**src/rtl/reservation_station_if.sv**
```systemverilog
// Shared instruction-field types and the issue bus that carries one selected instruction
// from a reservation station toward the combo units and the ROB.
package rs_pkg;

  typedef enum logic [2:0] {
    UNKNOWN = 3'd0,
    ADD     = 3'd1,
    SUB     = 3'd2,
    LOAD    = 3'd3,
    STORE   = 3'd4,
    BRANCH  = 3'd5
  } instr_name_t;

  typedef enum logic [1:0] {
    XX     = 2'd0,
    R_TYPE = 2'd1,
    I_TYPE = 2'd2,
    B_TYPE = 2'd3
  } instr_type_t;

  typedef struct packed {
    logic [5:0] dst;
    logic [5:0] src_1;
    logic [5:0] src_2;
  } registers_t;

  typedef struct packed {
    logic speculative;
    logic predicted_taken;
    logic exception;
  } flag_vector_t;

endpackage

interface issue_bus_if #(parameter int XLEN = 32);
  import rs_pkg::*;

  logic [XLEN-1:0] address;
  logic [XLEN-1:0] immediate;
  logic [XLEN-1:0] data_1;
  logic [XLEN-1:0] data_2;
  logic            valid_1;
  logic            valid_2;
  instr_name_t     instr_name;
  instr_type_t     instr_type;
  registers_t      regs;
  flag_vector_t    flags;

  modport cmp (
    output address, immediate, data_1, data_2, valid_1, valid_2,
    output instr_name, instr_type, regs, flags
  );

  modport combo (
    input address, immediate, data_1, data_2, valid_1, valid_2,
    input instr_name, instr_type, regs, flags
  );

endinterface

```
**src/rtl/reservation_station.sv**
```systemverilog
// Age-ordered reservation station: holds dispatched instructions, wakes operands from the CDB,
// and moves the oldest ready entry into a single issue register each cycle.
module reservation_station
  import rs_pkg::*;
#(
  parameter int XLEN = 32,
  parameter int SIZE = 8
) (
  input  logic                      clock,
  input  logic                      reset,
  input  logic                      flush,
  input  logic                      in_valid,
  output logic                      in_ready,
  input  logic [XLEN-1:0]           in_address,
  input  logic [XLEN-1:0]           in_immediate,
  input  logic [XLEN-1:0]           in_data_1,
  input  logic [XLEN-1:0]           in_data_2,
  input  logic                      in_valid_1,
  input  logic                      in_valid_2,
  input  instr_name_t               in_instr_name,
  input  instr_type_t               in_instr_type,
  input  registers_t                in_regs,
  input  flag_vector_t              in_flags,
  input  logic                      cdb_valid,
  input  logic [5:0]                cdb_tag,
  input  logic [XLEN-1:0]           cdb_data,
  issue_bus_if.cmp                  issue,
  output logic                      out_valid,
  input  logic                      out_ready,
  output logic [$clog2(SIZE+1)-1:0] count
);

  localparam int CW = $clog2(SIZE + 1);
  localparam int IW = $clog2(SIZE);

  typedef struct packed {
    logic [XLEN-1:0] address;
    logic [XLEN-1:0] immediate;
    logic [XLEN-1:0] data_1;
    logic [XLEN-1:0] data_2;
    logic            valid_1;
    logic            valid_2;
    instr_name_t     instr_name;
    instr_type_t     instr_type;
    registers_t      regs;
    flag_vector_t    flags;
  } entry_t;

  // All-zero encodes UNKNOWN / XX / zero registers and flags, i.e. the idle bus value.
  localparam entry_t ENTRY_CLEAR = '0;

  entry_t        entry_q [SIZE];
  entry_t        entry_d [SIZE];
  entry_t        woken   [SIZE];
  entry_t        shifted [SIZE];
  entry_t        issue_q, issue_d;
  entry_t        in_entry;
  logic          out_valid_q, out_valid_d;
  logic [CW-1:0] count_q, count_d;
  logic [CW-1:0] ins_idx;
  logic [IW-1:0] sel;
  logic          have_ready, can_load, do_issue, do_insert;

  // Tag 0 is the "no producer" register, so it must never wake an operand.
  function automatic entry_t wake(input entry_t e, input logic v, input logic [5:0] tag,
                                  input logic [XLEN-1:0] data);
    wake = e;
    if (v && tag != 6'h00) begin
      if (!e.valid_1 && e.regs.src_1 == tag) begin
        wake.data_1  = data;
        wake.valid_1 = 1'b1;
      end
      if (!e.valid_2 && e.regs.src_2 == tag) begin
        wake.data_2  = data;
        wake.valid_2 = 1'b1;
      end
    end
  endfunction

  always_comb begin
    in_entry.address    = in_address;
    in_entry.immediate  = in_immediate;
    in_entry.data_1     = in_data_1;
    in_entry.data_2     = in_data_2;
    in_entry.valid_1    = in_valid_1;
    in_entry.valid_2    = in_valid_2;
    in_entry.instr_name = in_instr_name;
    in_entry.instr_type = in_instr_type;
    in_entry.regs       = in_regs;
    in_entry.flags      = in_flags;

    in_ready  = !flush && (count_q < CW'(SIZE));
    do_insert = in_valid && in_ready;
    can_load  = !out_valid_q || out_ready;

    // Readiness uses start-of-cycle operand state; a wake-up this edge is seen next cycle.
    have_ready = 1'b0;
    sel        = '0;
    for (int i = SIZE - 1; i >= 0; i--) begin
      if (CW'(i) < count_q && entry_q[i].valid_1 && entry_q[i].valid_2) begin
        have_ready = 1'b1;
        sel        = IW'(i);
      end
    end
    do_issue = can_load && have_ready;
    ins_idx  = count_q - CW'(do_issue);

    for (int i = 0; i < SIZE; i++) woken[i] = wake(entry_q[i], cdb_valid, cdb_tag, cdb_data);
    for (int i = 0; i < SIZE - 1; i++) shifted[i] = woken[i + 1];
    shifted[SIZE-1] = ENTRY_CLEAR;

    for (int i = 0; i < SIZE; i++) begin
      entry_d[i] = (do_issue && IW'(i) >= sel) ? shifted[i] : woken[i];
      if (do_insert && CW'(i) == ins_idx) entry_d[i] = wake(in_entry, cdb_valid, cdb_tag, cdb_data);
    end
    count_d = count_q + CW'(do_insert) - CW'(do_issue);

    issue_d     = issue_q;
    out_valid_d = out_valid_q;
    if (do_issue) begin
      issue_d     = entry_q[sel];
      out_valid_d = 1'b1;
    end else if (can_load) begin
      issue_d     = ENTRY_CLEAR;
      out_valid_d = 1'b0;
    end

    if (flush) begin
      for (int i = 0; i < SIZE; i++) entry_d[i] = ENTRY_CLEAR;
      count_d     = '0;
      issue_d     = ENTRY_CLEAR;
      out_valid_d = 1'b0;
    end
  end

  always_ff @(posedge clock or posedge reset) begin
    if (reset) begin
      for (int i = 0; i < SIZE; i++) entry_q[i] <= ENTRY_CLEAR;
      count_q     <= '0;
      issue_q     <= ENTRY_CLEAR;
      out_valid_q <= 1'b0;
    end else begin
      for (int i = 0; i < SIZE; i++) entry_q[i] <= entry_d[i];
      count_q     <= count_d;
      issue_q     <= issue_d;
      out_valid_q <= out_valid_d;
    end
  end

  assign out_valid        = out_valid_q;
  assign count            = count_q;
  assign issue.address    = issue_q.address;
  assign issue.immediate  = issue_q.immediate;
  assign issue.data_1     = issue_q.data_1;
  assign issue.data_2     = issue_q.data_2;
  assign issue.valid_1    = issue_q.valid_1;
  assign issue.valid_2    = issue_q.valid_2;
  assign issue.instr_name = issue_q.instr_name;
  assign issue.instr_type = issue_q.instr_type;
  assign issue.regs       = issue_q.regs;
  assign issue.flags      = issue_q.flags;

endmodule

```
**src/flat_wrapper.sv**
```systemverilog
// flat-port wrapper written by rule: the top's interface ports become plain ports
module reservation_station_flat import rs_pkg::*;
#(
  parameter int XLEN = 32,
  parameter int SIZE = 8
)
  (clock, reset, flush, in_valid, in_ready, in_address, in_immediate, in_data_1, in_data_2, in_valid_1, in_valid_2, in_instr_name, in_instr_type, in_regs, in_flags, cdb_valid, cdb_tag, cdb_data, out_valid, out_ready, count, issue_address, issue_immediate, issue_data_1, issue_data_2, issue_valid_1, issue_valid_2, issue_instr_name, issue_instr_type, issue_regs, issue_flags);
  issue_bus_if #(.XLEN(XLEN)) issue_i ();
  input  logic clock;
  input  logic reset;
  input  logic flush;
  input  logic in_valid;
  output logic in_ready;
  input  logic [XLEN-1:0] in_address;
  input  logic [XLEN-1:0] in_immediate;
  input  logic [XLEN-1:0] in_data_1;
  input  logic [XLEN-1:0] in_data_2;
  input  logic in_valid_1;
  input  logic in_valid_2;
  input  instr_name_t in_instr_name;
  input  instr_type_t in_instr_type;
  input  registers_t in_regs;
  input  flag_vector_t in_flags;
  input  logic cdb_valid;
  input  logic [5:0] cdb_tag;
  input  logic [XLEN-1:0] cdb_data;
  output logic out_valid;
  input  logic out_ready;
  output logic [$clog2(SIZE+1)-1:0] count;
  output wire logic [$bits(issue_i.address)-1:0] issue_address;
  output wire logic [$bits(issue_i.immediate)-1:0] issue_immediate;
  output wire logic [$bits(issue_i.data_1)-1:0] issue_data_1;
  output wire logic [$bits(issue_i.data_2)-1:0] issue_data_2;
  output wire logic [$bits(issue_i.valid_1)-1:0] issue_valid_1;
  output wire logic [$bits(issue_i.valid_2)-1:0] issue_valid_2;
  output wire logic [$bits(issue_i.instr_name)-1:0] issue_instr_name;
  output wire logic [$bits(issue_i.instr_type)-1:0] issue_instr_type;
  output wire logic [$bits(issue_i.regs)-1:0] issue_regs;
  output wire logic [$bits(issue_i.flags)-1:0] issue_flags;
  assign issue_address = issue_i.address;
  assign issue_immediate = issue_i.immediate;
  assign issue_data_1 = issue_i.data_1;
  assign issue_data_2 = issue_i.data_2;
  assign issue_valid_1 = issue_i.valid_1;
  assign issue_valid_2 = issue_i.valid_2;
  assign issue_instr_name = issue_i.instr_name;
  assign issue_instr_type = issue_i.instr_type;
  assign issue_regs = issue_i.regs;
  assign issue_flags = issue_i.flags;
  reservation_station #(.XLEN(XLEN), .SIZE(SIZE)) u_core (.clock(clock), .reset(reset), .flush(flush), .in_valid(in_valid), .in_ready(in_ready), .in_address(in_address), .in_immediate(in_immediate), .in_data_1(in_data_1), .in_data_2(in_data_2), .in_valid_1(in_valid_1), .in_valid_2(in_valid_2), .in_instr_name(in_instr_name), .in_instr_type(in_instr_type), .in_regs(in_regs), .in_flags(in_flags), .cdb_valid(cdb_valid), .cdb_tag(cdb_tag), .cdb_data(cdb_data), .issue(issue_i), .out_valid(out_valid), .out_ready(out_ready), .count(count));
endmodule
```
**config.mk**
```make
export PLATFORM = sky130hd
export DESIGN_NAME = reservation_station_flat
export DESIGN_NICKNAME = d
export VERILOG_FILES = /design/src/rtl/reservation_station_if.sv /design/src/rtl/reservation_station.sv /design/src/flat_wrapper.sv
export SDC_FILE = /design/constraint.sdc
export NUM_CORES = 2
export LEC_CHECK = 0
export CAP_MARGIN = 25
export CORE_UTILIZATION = 50
export DETAILED_ROUTE_END_ITERATION = 8
export GPL_TIMING_DRIVEN = 1
export PLACE_DENSITY = 0.65
export SLEW_MARGIN = 40
export SYNTH_ARGS = -nofsm -noshare
export SYNTH_HDL_FRONTEND = slang
export SYNTH_SLANG_ARGS = --single-unit
```
**constraint.sdc**
```tcl
create_clock -name clock -period 124.2 [get_ports clock]
set_input_delay 12.42 -clock clock [delete_from_list [all_inputs] [get_ports clock]]
set_output_delay 12.42 -clock clock [all_outputs]
set_load 0.02 [all_outputs]
```
After elaboration in Yosys (flattened, before gate mapping)
Cells that the tools add are included.
{"block": "totals", "regBits": 1409, "input_bits": 200, "word_cells": 354}
{"block": "op_classes", "n_addsub": 3, "order_cmp": 18, "n_eq_ne": 25, "muxes": 88, "n_bitwise": 1, "reduce_logical": 91}
{"op": "156-bit 2-to-1 mux", "n": 21}
{"op": "1248-bit 2-to-1 mux", "n": 1}
{"op": "66-bit 2-to-1 mux", "n": 9}
{"op": "32-bit 2-to-1 mux", "n": 18}
{"op": "156-bit binary-select mux with 3-bit select", "n": 1}
{"op": "6-bit == test", "n": 18}
{"op": "1-bit logical AND", "n": 54}
{"op": "1-bit 2-to-1 mux", "n": 29}
{"op": "3-bit nonzero test", "n": 9}
{"op": "3-bit 2-to-1 mux", "n": 8}
{"op": "1-bit zero test", "n": 20}
{"op": "3-bit by 4-bit == test with 1-bit output (first input constant)", "n": 4}
{"op": "3-bit by 4-bit < comparator with 1-bit output (first input constant)", "n": 4}
{"op": "3-bit greater-or-equal comparator (first input constant)", "n": 4}
{"op": "4-bit nonzero test", "n": 3}
{"op": "2-bit by 4-bit == test with 1-bit output (first input constant)", "n": 2}
{"op": "1-bit by 4-bit < comparator with 1-bit output (first input constant)", "n": 2}
{"op": "2-bit by 4-bit < comparator with 1-bit output (first input constant)", "n": 2}
{"op": "4-bit by 1-bit subtractor with 4-bit output", "n": 2}
{"op": "1-bit by 3-bit greater-or-equal comparator with 1-bit output (first input constant)", "n": 2}
{"op": "2-bit by 3-bit greater-or-equal comparator with 1-bit output (first input constant)", "n": 2}
{"op": "6-bit nonzero test", "n": 1}
{"op": "4-bit by 1-bit adder with 4-bit output", "n": 1}
{"op": "1-bit by 4-bit == test with 1-bit output (first input constant)", "n": 1}
{"op": "7 further kinds", "n": 8}

Longest topological paths before layout
{"block": "logic_depth", "ltp_word": 17, "mapped_depth": 19, "mapped_depth_nobuf": 16}

Worst setup path after synthesis
Ideal clock, no wire load.
{"block": "synth_timing", "path_kind": "input-to-output", "from": "input flush", "to": "output in_ready", "t_arrival_ns": 13.691, "required_ns": 111.780, "path_slack_ns": 98.089, "path_stages": 5, "cell_sequence": "clkbuf_1 clkbuf_1 clkbuf_1 clkbuf_1 nor2_1"}
{"block": "synth_between", "elab_chain_cells": 2}
{"item": "from (decl)", "line_no": "flat_wrapper.sv:11", "source": "input logic flush;"}
{"item": "1-bit zero test", "line_no": "reservation_station.sv:92", "source": "in_ready = !flush && (count_q < CW'(SIZE));"}
{"item": "1-bit logical AND", "line_no": "reservation_station.sv:92"}
{"item": "to (decl)", "line_no": "flat_wrapper.sv:13", "source": "output logic in_ready;"}
Every way passes these cells.

Worst setup path after layout
Same ends and word-level chain as after synthesis.

==> parameters.txt <==
Parameter                              Value

Status
  Result of the run    complete, no violations

Routing
  Antenna-violating nets left    0
  Ratio of routed vias to standard cells    7.10
  Number of DRC violations after detailed routing    0
  Via count    74200
  Detailed Routing Iterations Pass 1    9
  Post-detailed-route wirelength per cell    approximately 30 um
  Drt first-iter violations    around 10000
  Routed Wire Length    306000 um

Synthesis
  Post-synth cell types    76
  Synth Net Count    8790
  Number of synthesized register bits    roughly 1400
  Top-area cell type share of the netlist area    0.461
  Top cell type by total area after synthesis    sky130_fd_sc_hd__dfrtp_1
  Top-count cell post-synth    sky130_fd_sc_hd__nor2_1
  Cell count after synthesis    around 8600
  Netlist area before placement    roughly 77000 sq um
  Share of async-settable or async-resettable flops after synthesis    1.00
  Cell types occupying the most area after synthesis    sky130_fd_sc_hd__dfrtp_1 (46%), sky130_fd_sc_hd__nor2_1 (8.3%), sky130_fd_sc_hd__mux2i_1 (6.4%), sky130_fd_sc_hd__nand2_1 (4.7%), sky130_fd_sc_hd__o22ai_1 (4.4%)
  Mean cell area of the mapped netlist    8.92 sq um
  Cell types with the highest counts after synthesis    sky130_fd_sc_hd__nor2_1 (1686), sky130_fd_sc_hd__dfrtp_1 (1409), sky130_fd_sc_hd__nand2_1 (954)
  Synth Flop Type    sky130_fd_sc_hd__dfrtp_1
  EDFF count, synth    0
  Yosys synthesis warning count    0
  Portion of the post-synthesis area used by sequential elements    0.461

Floorplanning
  Die boundary height    between 300 and 400 um
  Number of core rows    143
  Top-Level Pins    around 360
  Std-Cell Core Area    152000 sq um
  Overall die width    a little under 400 um
  Starting Density    0.504
  Die area    155000 sq um

Setup path
  Required time at the worst-slack endpoint    between 100000 and 150000 ps
  Register-to-register path setup slack    117060 ps
  Launching element type of the critical path    primary input
  Category of the most critical setup path    in2out
  Critical path arrival    between 10000 and 15000 ps
  CP Max Fanout    52
  Endpoint type of the worst setup path    output port

Power and ir drop
  Pwr per Cell Area    about 19 nW/um^2
  Static power due to leakage    between 30 and 40 nW
  Peak VDD IR    0.0199 mV

Timing
  Final setup skew    25.8 ps
  Share of the cycle needed by the critical path after routing    0.208
  Highest Clock Rate    just under 40 MHz
  Slew at the pin closest to its max-slew limit    approximately 950 ps
  Setup repair after global routing missed its margin    no
  Max-Slew Margin vs Limit    0.370
  Total negative slack for setup checks    0 ps
  Count of final max-slew check failures    0
  Setup violations, final    0
  Final Hold Vio Count    0
  Post-route minimum period    about 26000 ps

Final layout
  Number of nets in the layout    between 8000 and 9000
  Share of layout cells above drive strength 1    0.0698
  Layout overhead on the synthesized area    13.5%
  Final design utilization    0.572

GRT
  Initial antenna violation count    22
  First-pass GRT wire length    455000 um
  Global router's overall resource usage    0.387
  Pin count of the biggest net entering global routing    approximately 150
  Gr ovfl total    0
  Vias in the first global route    about 72000

Clock network
  Number of levels in the clock H-tree    4
  Buffers inserted during post-CTS setup optimization    0
  # resized after CTS    0
  Number of sinks driven by the clock tree    approximately 1400
  Number of buffers added by the clock tree synthesis step    159
  Register clock-pin slew on the reported worst setup and hold paths    roughly 60 ps
  Longest Clk Path Bufs    3
  Root Buffer Master    sky130_fd_sc_hd__clkbuf_16
  Clock latency of the later-clocked register in the worst-skew pair    roughly 800 ps
  CTS tree    yes
  Count of hold-fix buffers inserted at cts    0

Placement
  Count of port buffers added during placement    ~360
  Routability Congestion    about 0.89
  Detail Placement HPWL    161000 um

Run
  Count of max-cap constraint violations    0

Worst hold path
  Hold crit path type    reg2reg
[critical path, stage by stage]
cell	delay (ps)
sky130_fd_sc_hd__buf_8	360
sky130_fd_sc_hd__nor2_1	90
sky130_fd_sc_hd__clkdlybuf4s50_1	560
[layout make-up]
type / count / area (sq um)
Tap cell: 2030 / 2540
Antenna cell: 7 / 17.5
Clock buffer: 230 / 4720
Inverter: 15 / 71.3
Fill cell: 13200 / 65100
Clock inverter: 57 / 861
Timing Repair Buffer: 564 / 5760
Sequential cell: 1409 / 35300
Multi-Input combinational cell: 6132 / 37600
[stage by stage]
stage	hold WS, ps	setup WS [ps]	cell area, sq um	power, mW	cells
3_5_place_dp	476	98360	81100	1.14	10100
2_1_floorplan	524	72050	76500	0.943	8581
4_1_cts	490	98360	86700	1.64	10400
5_1_grt	497	98300	86800	1.71	10400
3_3_place_gp	475	98350	80500	1.12	10100
6_report	487	98350	86800	1.67	10400
[layout by cell type, fill, tap and decap left out, types with 206 or more instances in the layout]
master | Yosys | routed
sky130_fd_sc_hd__a211oi_1 | 284 | 284
sky130_fd_sc_hd__a21oi_1 | 207 | 206
sky130_fd_sc_hd__a311oi_1 | 348 | 348
sky130_fd_sc_hd__clkdlybuf4s50_1 | 0 | 352
sky130_fd_sc_hd__dfrtp_1 | 1409 | 1409
sky130_fd_sc_hd__mux2i_1 | 490 | 480
sky130_fd_sc_hd__nand2_1 | 954 | 943
sky130_fd_sc_hd__nor2_1 | 1686 | 1672
sky130_fd_sc_hd__nor4_1 | 331 | 325
sky130_fd_sc_hd__o22ai_1 | 532 | 532
[registers in the layout, summed over array words and instances (netlist names)]
name / count
u_core.issue.data_2: 32
u_core.issue.address: 32
u_core.issue.data_1: 32
u_core.issue.instr_type: 2
u_core.entry_q: 1248
u_core.issue.valid_1: 1
u_core.issue.valid_2: 1
u_core.count: 4
u_core.issue.instr_name: 3
u_core.issue.regs: 18
u_core.issue.flags: 3
u_core.issue.immediate: 32
u_core.out_valid: 1
[per-layer routing]
layer	vias up	part of all wire	GRT usage	wire, um
met3	1112	0.12	0.107	38000
met5	-	0.00065	0	199
li1	31100	-	-	-
met2	5303	0.44	0.589	136000
met4	30	0.047	0.172	14400
met1	36600	0.38	0.513	117000
[power by group]
part | total, mW | leakage [nW] | switching (mW) | internal, mW
clock | 0.510 | 2.75 | 0.206 | 0.304
combinational | 0.525 | 16.1 | 0.347 | 0.178
sequential | 0.630 | 19.4 | 0.0797 | 0.551
[final timing paths]
path                                             from  cells past startpoint                          to
min                        u_core.issue.immediate[25]                      1  u_core.issue.immediate[25]
max                                             flush                      3                    in_ready
max in group asynchronous                       reset                      8           u_core.entry_q[0]
min in group asynchronous                       reset                      2         u_core.entry_q[891]
min reg2reg                u_core.issue.immediate[25]                      1  u_core.issue.immediate[25]
max reg2reg                           u_core.count[3]                     18        u_core.entry_q[1162]
[cells by family (layout without fill, tap and decap cells)]
logic type      after synthesis  count (layout)  synth area share
other cells                   0               7                 0
buf+inv                    1040             866            0.0557
fa+ha+maj                     9               9           0.00157
simple gates               3262            3262             0.179
mux                         491             491            0.0643
compound gates             2259            2259             0.226
flops                      1409            1409             0.461
xor+xnor                    111             111            0.0127
No activity file was read; power rests on OpenSTA's default activity.
